`src/rtl/fetch_unit.sv`:
```
// Instruction-fetch stage: holds the PC, fetches from imem over ready/valid,
// and presents the instruction until the control path retires it.
module fetch_unit #(
    parameter logic [31:0] RESET_PC = 32'h0000_0000,
    parameter int          TIMEOUT  = 16
) (
    input  logic        clk,
    input  logic        reset,
    output logic        imem_req,
    output logic [31:0] imem_addr,
    input  logic [31:0] imem_rdata,
    input  logic        imem_ready,
    output logic [31:0] Instr,
    output logic [5:0]  Opcode,
    output logic [5:0]  Funct,
    output logic        instr_valid,
    input  logic        advance,
    input  logic        PCSrc,
    input  logic        Jump,
    input  logic [31:0] SignImm,
    output logic [31:0] PC,
    output logic [31:0] PCPlus4,
    output logic [31:0] instr_count,
    output logic        imem_timeout
);

    localparam int            CW      = $clog2(TIMEOUT + 1);
    localparam logic [CW-1:0] W_MAX   = CW'(TIMEOUT);
    localparam logic [0:0]    S_FETCH = 1'b0;
    localparam logic [0:0]    S_EXEC  = 1'b1;

    logic [0:0]    r_state;
    logic [31:0]   r_pc;
    logic [31:0]   r_instr;
    logic          r_valid;
    logic          r_req;
    logic [31:0]   r_count;
    logic          r_timeout;
    logic [CW-1:0] r_wait;

    logic [31:0]   w_pc4;
    logic [31:0]   w_br;
    logic [31:0]   w_jmp;
    logic [31:0]   w_npc;
    logic          w_accept;
    logic          w_retire;
    logic          w_stall;
    logic [CW-1:0] w_wait_nxt;

    assign w_pc4    = r_pc + 32'd4;
    assign w_br     = w_pc4 + {SignImm[29:0], 2'b00};
    assign w_jmp    = {w_pc4[31:28], r_instr[25:0], 2'b00};
    // r_req is only ever set while in FETCH, so it qualifies the handshake
    assign w_accept = r_req && imem_ready;
    assign w_retire = (r_state == S_EXEC) && advance;
    assign w_stall  = r_req && !imem_ready;
    assign w_wait_nxt = (r_wait == W_MAX) ? r_wait : r_wait + 1'b1;

    // Next-PC select: jump beats branch beats sequential
    always_comb begin
        w_npc = w_pc4;
        if (Jump)
            w_npc = w_jmp;
        else if (PCSrc)
            w_npc = w_br;
    end

    // Fetch/execute sequencing, PC update and retirement counting
    always_ff @(posedge clk) begin
        if (reset) begin
            r_state <= S_FETCH;
            r_pc    <= RESET_PC;
            r_instr <= 32'd0;
            r_valid <= 1'b0;
            r_count <= 32'd0;
        end else if (r_state == S_FETCH) begin
            if (w_accept) begin
                r_instr <= imem_rdata;
                r_valid <= 1'b1;
                r_state <= S_EXEC;
            end
        end else if (w_retire) begin
            r_pc    <= w_npc;
            r_count <= r_count + 32'd1;
            r_valid <= 1'b0;
            r_state <= S_FETCH;
        end
    end

    // Registered request: low right after reset, high whenever next state is FETCH
    always_ff @(posedge clk) begin
        if (reset)
            r_req <= 1'b0;
        else
            r_req <= ((r_state == S_FETCH) && !w_accept) || w_retire;
    end

    // Wait counter (saturating) and sticky timeout flag
    always_ff @(posedge clk) begin
        if (reset) begin
            r_wait    <= '0;
            r_timeout <= 1'b0;
        end else if (w_accept) begin
            r_wait <= '0;
        end else if (w_stall) begin
            r_wait <= w_wait_nxt;
            if (w_wait_nxt == W_MAX)
                r_timeout <= 1'b1;
        end
    end

    assign imem_req     = r_req;
    assign imem_addr    = r_pc;
    assign Instr        = r_instr;
    assign Opcode       = r_instr[31:26];
    assign Funct        = r_instr[5:0];
    assign instr_valid  = r_valid;
    assign PC           = r_pc;
    assign PCPlus4      = w_pc4;
    assign instr_count  = r_count;
    assign imem_timeout = r_timeout;

endmodule
```
`config.mk`:
```
export PLATFORM = sky130hd
export DESIGN_NAME = fetch_unit
export DESIGN_NICKNAME = d
export VERILOG_FILES = /design/src/rtl/fetch_unit.sv
export SDC_FILE = /design/constraint.sdc
export NUM_CORES = 1
export LEC_CHECK = 0
export CAP_MARGIN = 20
export CORE_MARGIN = 2
export CORE_UTILIZATION = 40
export CTS_BUF_LIST = sky130_fd_sc_hd__clkbuf_8
export DETAILED_ROUTE_END_ITERATION = 8
export DONT_BUFFER_PORTS = 1
export HOLD_SLACK_MARGIN = 0.05
export PLACE_DENSITY = 0.53
export SLEW_MARGIN = 0
export SYNTH_ARGS = -nofsm -noshare
export SYNTH_HDL_FRONTEND = slang
export SYNTH_SLANG_ARGS = --single-unit
```
`constraint.sdc`:
```
create_clock -name clk -period 3.5 [get_ports clk]
set_input_delay 0.7 -clock clk [delete_from_list [all_inputs] [get_ports clk]]
set_output_delay 0.7 -clock clk [all_outputs]
set_load 0.1 [all_outputs]
```
**Yosys cells after proc, flatten, opt, wreduce, memory -nomap -nowiden**

Cells that the tools add are included.
Widths: inputs -> output; s select.

- Bits in registers: 105
- Input port bits: 70
- Output and inout port bits: 175
- Logic and storage cells: 39

- Add/sub/neg operators: 4
- Equality and inequality tests: 3
- Multiplexer cells: 9
- Bitwise logic cells: 2
- Reduce and logical (&&, ||, !) cells: 13

Operators by type and width:

| kind | number |
|---|---|
| $mux 32 | 2 |
| $add 32x1->32 const B | 1 |
| $add 32x3->32 const B | 1 |
| $add 32x32->32 | 1 |
| $eq 5x5->1 const B | 2 |
| $mux 1 | 6 |
| $reduce_and 2->1 | 3 |
| $add 5x1->5 const B | 1 |
| $mux 5 | 1 |
| $logic_and 1x1->1 | 4 |
| $reduce_and 3->1 | 1 |
| $logic_not 1->1 | 2 |
| $ne 2x1->1 const B | 1 |
| $not 1->1 | 2 |
| $reduce_bool 2->1 | 1 |
| $reduce_or 2->1 | 1 |
| $logic_or 1x1->1 | 1 |

**Logic depth before layout (Yosys ltp)**

- Word-level depth: 4
- Gate-level depth with buffers: 19
- Gate-level depth less buffers: 17

**Worst setup path after synthesis**

No wires, ideal clock.

- Path type: register to register
- Start: register r_pc[2], in the netlist PC[2]
- End: register r_pc[31], in the netlist PC[31]
- Setup time: 70 ps
- Arrival: 6156 ps
- Required time: 3430 ps
- Path slack: -2726 ps
- Cell stages (with the launch flop): 20
- Buffers on the path: 2
- Clock period less this slack: 6226 ps
- Path through: dfxtp_1 > ha_1 > and2_1 > clkbuf_1 > nand3_1 > nor2_1 > nand4_1 > xnor2_1 > ha_1 > clkbuf_1 > nand2_1 > o21ai_1 > nand2b_1 > a221o_1 > o21ai_1 > o21ai_1 > a211oi_1 > xor2_1 > or3_1 > a21oi_1

- Cells in the longest elaborated chain, start to end: 4

Ends and longest elaborated chain:

| item | line | text |
|---|---|---|
| start: declaration | 33 | `logic [31:0] r_pc;` |
| start signal: assignment | 83 | `r_pc <= w_npc;` |
| $add 32x3->32 | 50 | `assign w_pc4 = r_pc + 32'd4;` |
| net PCPlus4[24] | 22 | `output logic [31:0] PCPlus4,` |
| $add 32x32->32 | 51 | `assign w_br = w_pc4 + {SignImm[29:0], 2'b00};` |
| $mux 32 | 64 | `else if (PCSrc)` |
| $mux 32 | 62 | `if (Jump)` |

The timed path passes the listed nets, and every way through them passes these cells.
A chain may end at the register's enable or synchronous reset.

**Worst setup path after layout**

- Start: register r_pc[7], in the netlist PC[7]
- End: register r_pc[31], in the netlist PC[31]

- Cells in the longest elaborated chain, start to end: 4

Ends and longest elaborated chain:

| item | line |
|---|---|
| $add 32x3->32 * | 50 |
| $add 32x32->32 | 51 |
| $mux 32 | 64 |
| $mux 32 * | 62 |

Mark *: on every way between the ends. The rest lies on a longest branch, timed or not.

==> results.json <==
{
  "clk_latency_ns": 0.37,
  "final_nets": 1171,
  "final_antenna_net_count": 0,
  "io_pins": 245,
  "min_from": "reset",
  "clock_skew_ns": 0.00933,
  "cts_tree": "done",
  "drt-initial-drc-count": 260,
  "via_count": 7107,
  "hold_viol_final": 0,
  "r2r_cells": 18,
  "grt_pass1_wl_um": 36000,
  "endpoint_kind": "register",
  "path_common_cell": "and4_4",
  "place.gp.congestion": 0.890,
  "root_buffer": "clkbuf_8",
  "fin_ws_ns": -0.334,
  "drv_slew": 0,
  "synthesis.area_um2": 6970,
  "reg2reg_to": "PC[31]$_SDFFE_PP0P_",
  "die_area_um2": 18500,
  "synthArstFlopShare": 0,
  "first_pass_iters": 5,
  "path_class": "reg -> reg",
  "cts.clk_slew.worst_paths_ns": 0.11,
  "core.rowCount": 48,
  "numCtsBuffers": 9,
  "grt_pass1_vias": 6720,
  "chipHeight_um": 136,
  "clk_path_buf_depth": 2,
  "status": "complete, but fails checks",
  "drc": 0,
  "critPathBufInv": 3,
  "viasPerCell": 5.51,
  "reg2reg_from": "PC[7]$_SDFFE_PP0P_",
  "max_slew_margin": 0.227,
  "max_stage_delay_ns": 0.42,
  "cpLargestDelayFamily": "simple AND/OR/NAND/NOR gates",
  "syn_avg_cell_area_um2": 7.64,
  "start_util": 0.406,
  "synth-edff-count": 0,
  "dp.final_hpwl_um": 18200,
  "nFillCells": 1618,
  "critPathMaxFanout": 3,
  "setup_violations": 6,
  "worstPathRequired_ns": 3.81,
  "wl_um": 23900,
  "fin_area_um2": 9740,
  "hold_path.class": "in -> reg",
  "violations": "setup timing",
  "max-vdd-ir-drop_mv": 0.328,
  "overflow": 0,
  "worstHoldEndpoint": "PC[31]$_SDFFE_PP0P_",
  "fmax_mhz": 261,
  "n_antenna_cell": 0,
  "ys_seq_area_frac": 0.296,
  "yosysUniqueCellTypes": 72,
  "clock_sinks": 103,
  "maxCapViolCount": 0,
  "regToRegSetupSlack_ns": -0.33,
  "fp.dieW_um": 136,
  "place_area_um2": 8810,
  "critPathSlowestCell": "or3_4",
  "yosys_warnings": 0,
  "crit_path_start_kind": "register",
  "antenna_found_initial": 0,
  "syn2layout_area_growth_pct": 39.7,
  "core_um2": 17200,
  "grtUsageTotal": 0.248,
  "drive_above_1_share": 0.382,
  "p_per_area_nw_per_um2": 289,
  "ctsHoldBuffers": 0,
  "ys_ff_latch": 103,
  "grt_max_degree": 97,
  "io_buffer_count": 0,
  "grt_setup_unrepaired": "yes",
  "worst_pin_slew_ns": 1.16,
  "crit_chain": "and4_4 > and4_4 > buf_6 > nand3_2 > or3_4 > inv_2 > nand2_2 > xnor2_4 > ha_1 > buf_4 > nand3_1 > nor4_1 > o21ai_2 > o211a_1 > a211oi_2 > xor2_1 > or3_1 > a21oi_1",
  "postSynthCellCount": 912,
  "fin_tns_setup_ns": -0.718,
  "setup.worst_path.start": "PC[7]$_SDFFE_PP0P_",
  "cellLeakagePower_uw": 0.00410,
  "ys.flop_type": "dfxtp_1",
  "finalCritPeriodShare": 1.10,
  "ctsHtreeMaxLevel": 3,
  "layout_min_cycle_time_ns": 3.83,
  "arrival_ns": 4.14,
  "hold_path_depth": 1,
  "routedWlPerCell_um": 18.5
}
[worst max path at each step]
stage,endpoint,slack (ns),cells after the start
floorplan,PC[31]$_SDFFE_PP0P_,-0.91,15
global placement,PC[31]$_SDFFE_PP0P_,-0.38,18
detailed placement,PC[31]$_SDFFE_PP0P_,-0.40,18
CTS,PC[31]$_SDFFE_PP0P_,-0.28,17
global route,PC[31]$_SDFFE_PP0P_,-0.47,18
finish,PC[31]$_SDFFE_PP0P_,-0.33,18
[cell usage after synthesis (all sizes together) (3+ instances only)]
master	number	area share
nand2	148	0.080
dfxtp	103	0.30
a21oi	92	0.066
nor2	89	0.050
buf	59	0.060
o21ai	48	0.034
xor2	42	0.053
ha	39	0.070
nand3	34	0.025
xnor2	34	0.044
clkbuf	32	0.017
or3	15	0.013
and3	13	0.012
inv	12	0.0065
nand4	12	0.011
o211ai	12	0.014
a211oi	11	0.013
a21o	11	0.012
nand2b	10	0.0090
nor3	9	0.0072
o221ai	7	0.0088
mux2i	6	0.0086
nor2b	6	0.0054
and4	5	0.0070
o21a	5	0.0054
o31ai	5	0.0081
a221oi	4	0.0059
a31oi	4	0.0036
and2	4	0.0036
o211a	4	0.0057
a22oi	3	0.0032
nand3b	3	0.0032
[where the power goes]
| part | switching, uW | total, uW | internal, uW |
|---|---|---|---|
| Clock | 442 | 782 | 340 |
| Sequential | 221 | 1410 | 1190 |
| Combinational | 415 | 618 | 203 |
[per-stage QoR]
stage / worst slack [ns] / util / cells / hold slack [ns] / total power (uW)
floorplan: -0.909 / - / 917 / 0.472 / 1890
global placement: -0.376 / 0.513 / 1257 / 0.459 / 2000
detailed placement: -0.398 / 0.513 / 1257 / 0.474 / 2010
CTS: -0.281 / 0.536 / 1277 / 0.361 / 2790
global route: -0.468 / 0.567 / 1291 / 0.352 / 2930
finish: -0.334 / 0.567 / 1291 / 0.377 / 2810
[state kept, by name, indices dropped and copies added, names as in the netlist]
register      cells
imem_timeout      1
r_wait            5
Instr            32
instr_count      32
imem_req          1
PC               30
r_state           1
instr_valid       1
[cells in the final DEF (no fill, tap or decap), types with 11 or more instances in the layout]
master / Yosys / layout
nand3_1: 33 / 32
buf_6: 1 / 14
or3_1: 15 / 13
buf_4: 48 / 205
inv_1: 12 / 12
xnor2_1: 33 / 13
xor2_1: 42 / 32
nor2_1: 88 / 80
dfxtp_4: 0 / 15
xnor2_2: 1 / 12
a21oi_1: 92 / 80
ha_4: 0 / 14
nand2_1: 148 / 144
o21ai_1: 10 / 14
dfxtp_1: 103 / 61
o21ai_0: 38 / 26
a21o_1: 11 / 11
nand4_1: 12 / 12
dfxtp_2: 0 / 27
o211ai_1: 11 / 11
ha_1: 39 / 24
[per-layer routing]
| metal | vias up | share of wire | GRT usage |
|---|---|---|---|
| li1 | 3444 | - | - |
| met1 | 3407 | 0.45 | 0.339 |
| met2 | 232 | 0.46 | 0.387 |
| met3 | 24 | 0.075 | 0.0690 |
| met4 | 0 | 0.016 | 0.0642 |
| met5 | - | 0 | 0 |
[kinds of logic (layout without fill, tap and decap cells)]
logic type,Yosys count,in the layout,share of synthesized area
and+or+nand+nor,360,360,0.242
adders and majority gates,40,40,0.0729
buffers and inverters,103,252,0.0833
other,1,6,0.000538
DFF,103,103,0.296
muxes,7,7,0.0102
AOI/OAI and AO/OA,222,222,0.199
xor gates and xnor gates,76,76,0.0966
[worst register-to-register path: stages, from the launching register on]
cell and delay [ns]:
dfxtp_4 0.35, and4_4 0.22, and4_4 0.24, buf_6 0.10, nand3_2 0.13, or3_4 0.42
inv_2 0.08, nand2_2 0.09, xnor2_4 0.17, ha_1 0.32, buf_4 0.12, nand3_1 0.14
nor4_1 0.36, o21ai_2 0.13, o211a_1 0.13, a211oi_2 0.20, xor2_1 0.12, or3_1 0.32
a21oi_1 0.14
[final cells by class]
type	instances	area, um^2	area share
timing repair buffer	224	1810	0.186
tap	225	282	0.0289
clock buffer	9	124	0.0127
multi-input combinational	711	5250	0.539
clock inverter	7	78.8	0.00809
inverter	12	45.0	0.00462
sequential	103	2150	0.221
[what timing repair did]
action | CTS | global route
pin swaps | 20 | 44
setup buffers | 4 | 16
setup endpoints to repair | 12 | 14
resized for setup | 32 | 95
Note: power is estimated with default switching activity, not from simulation.
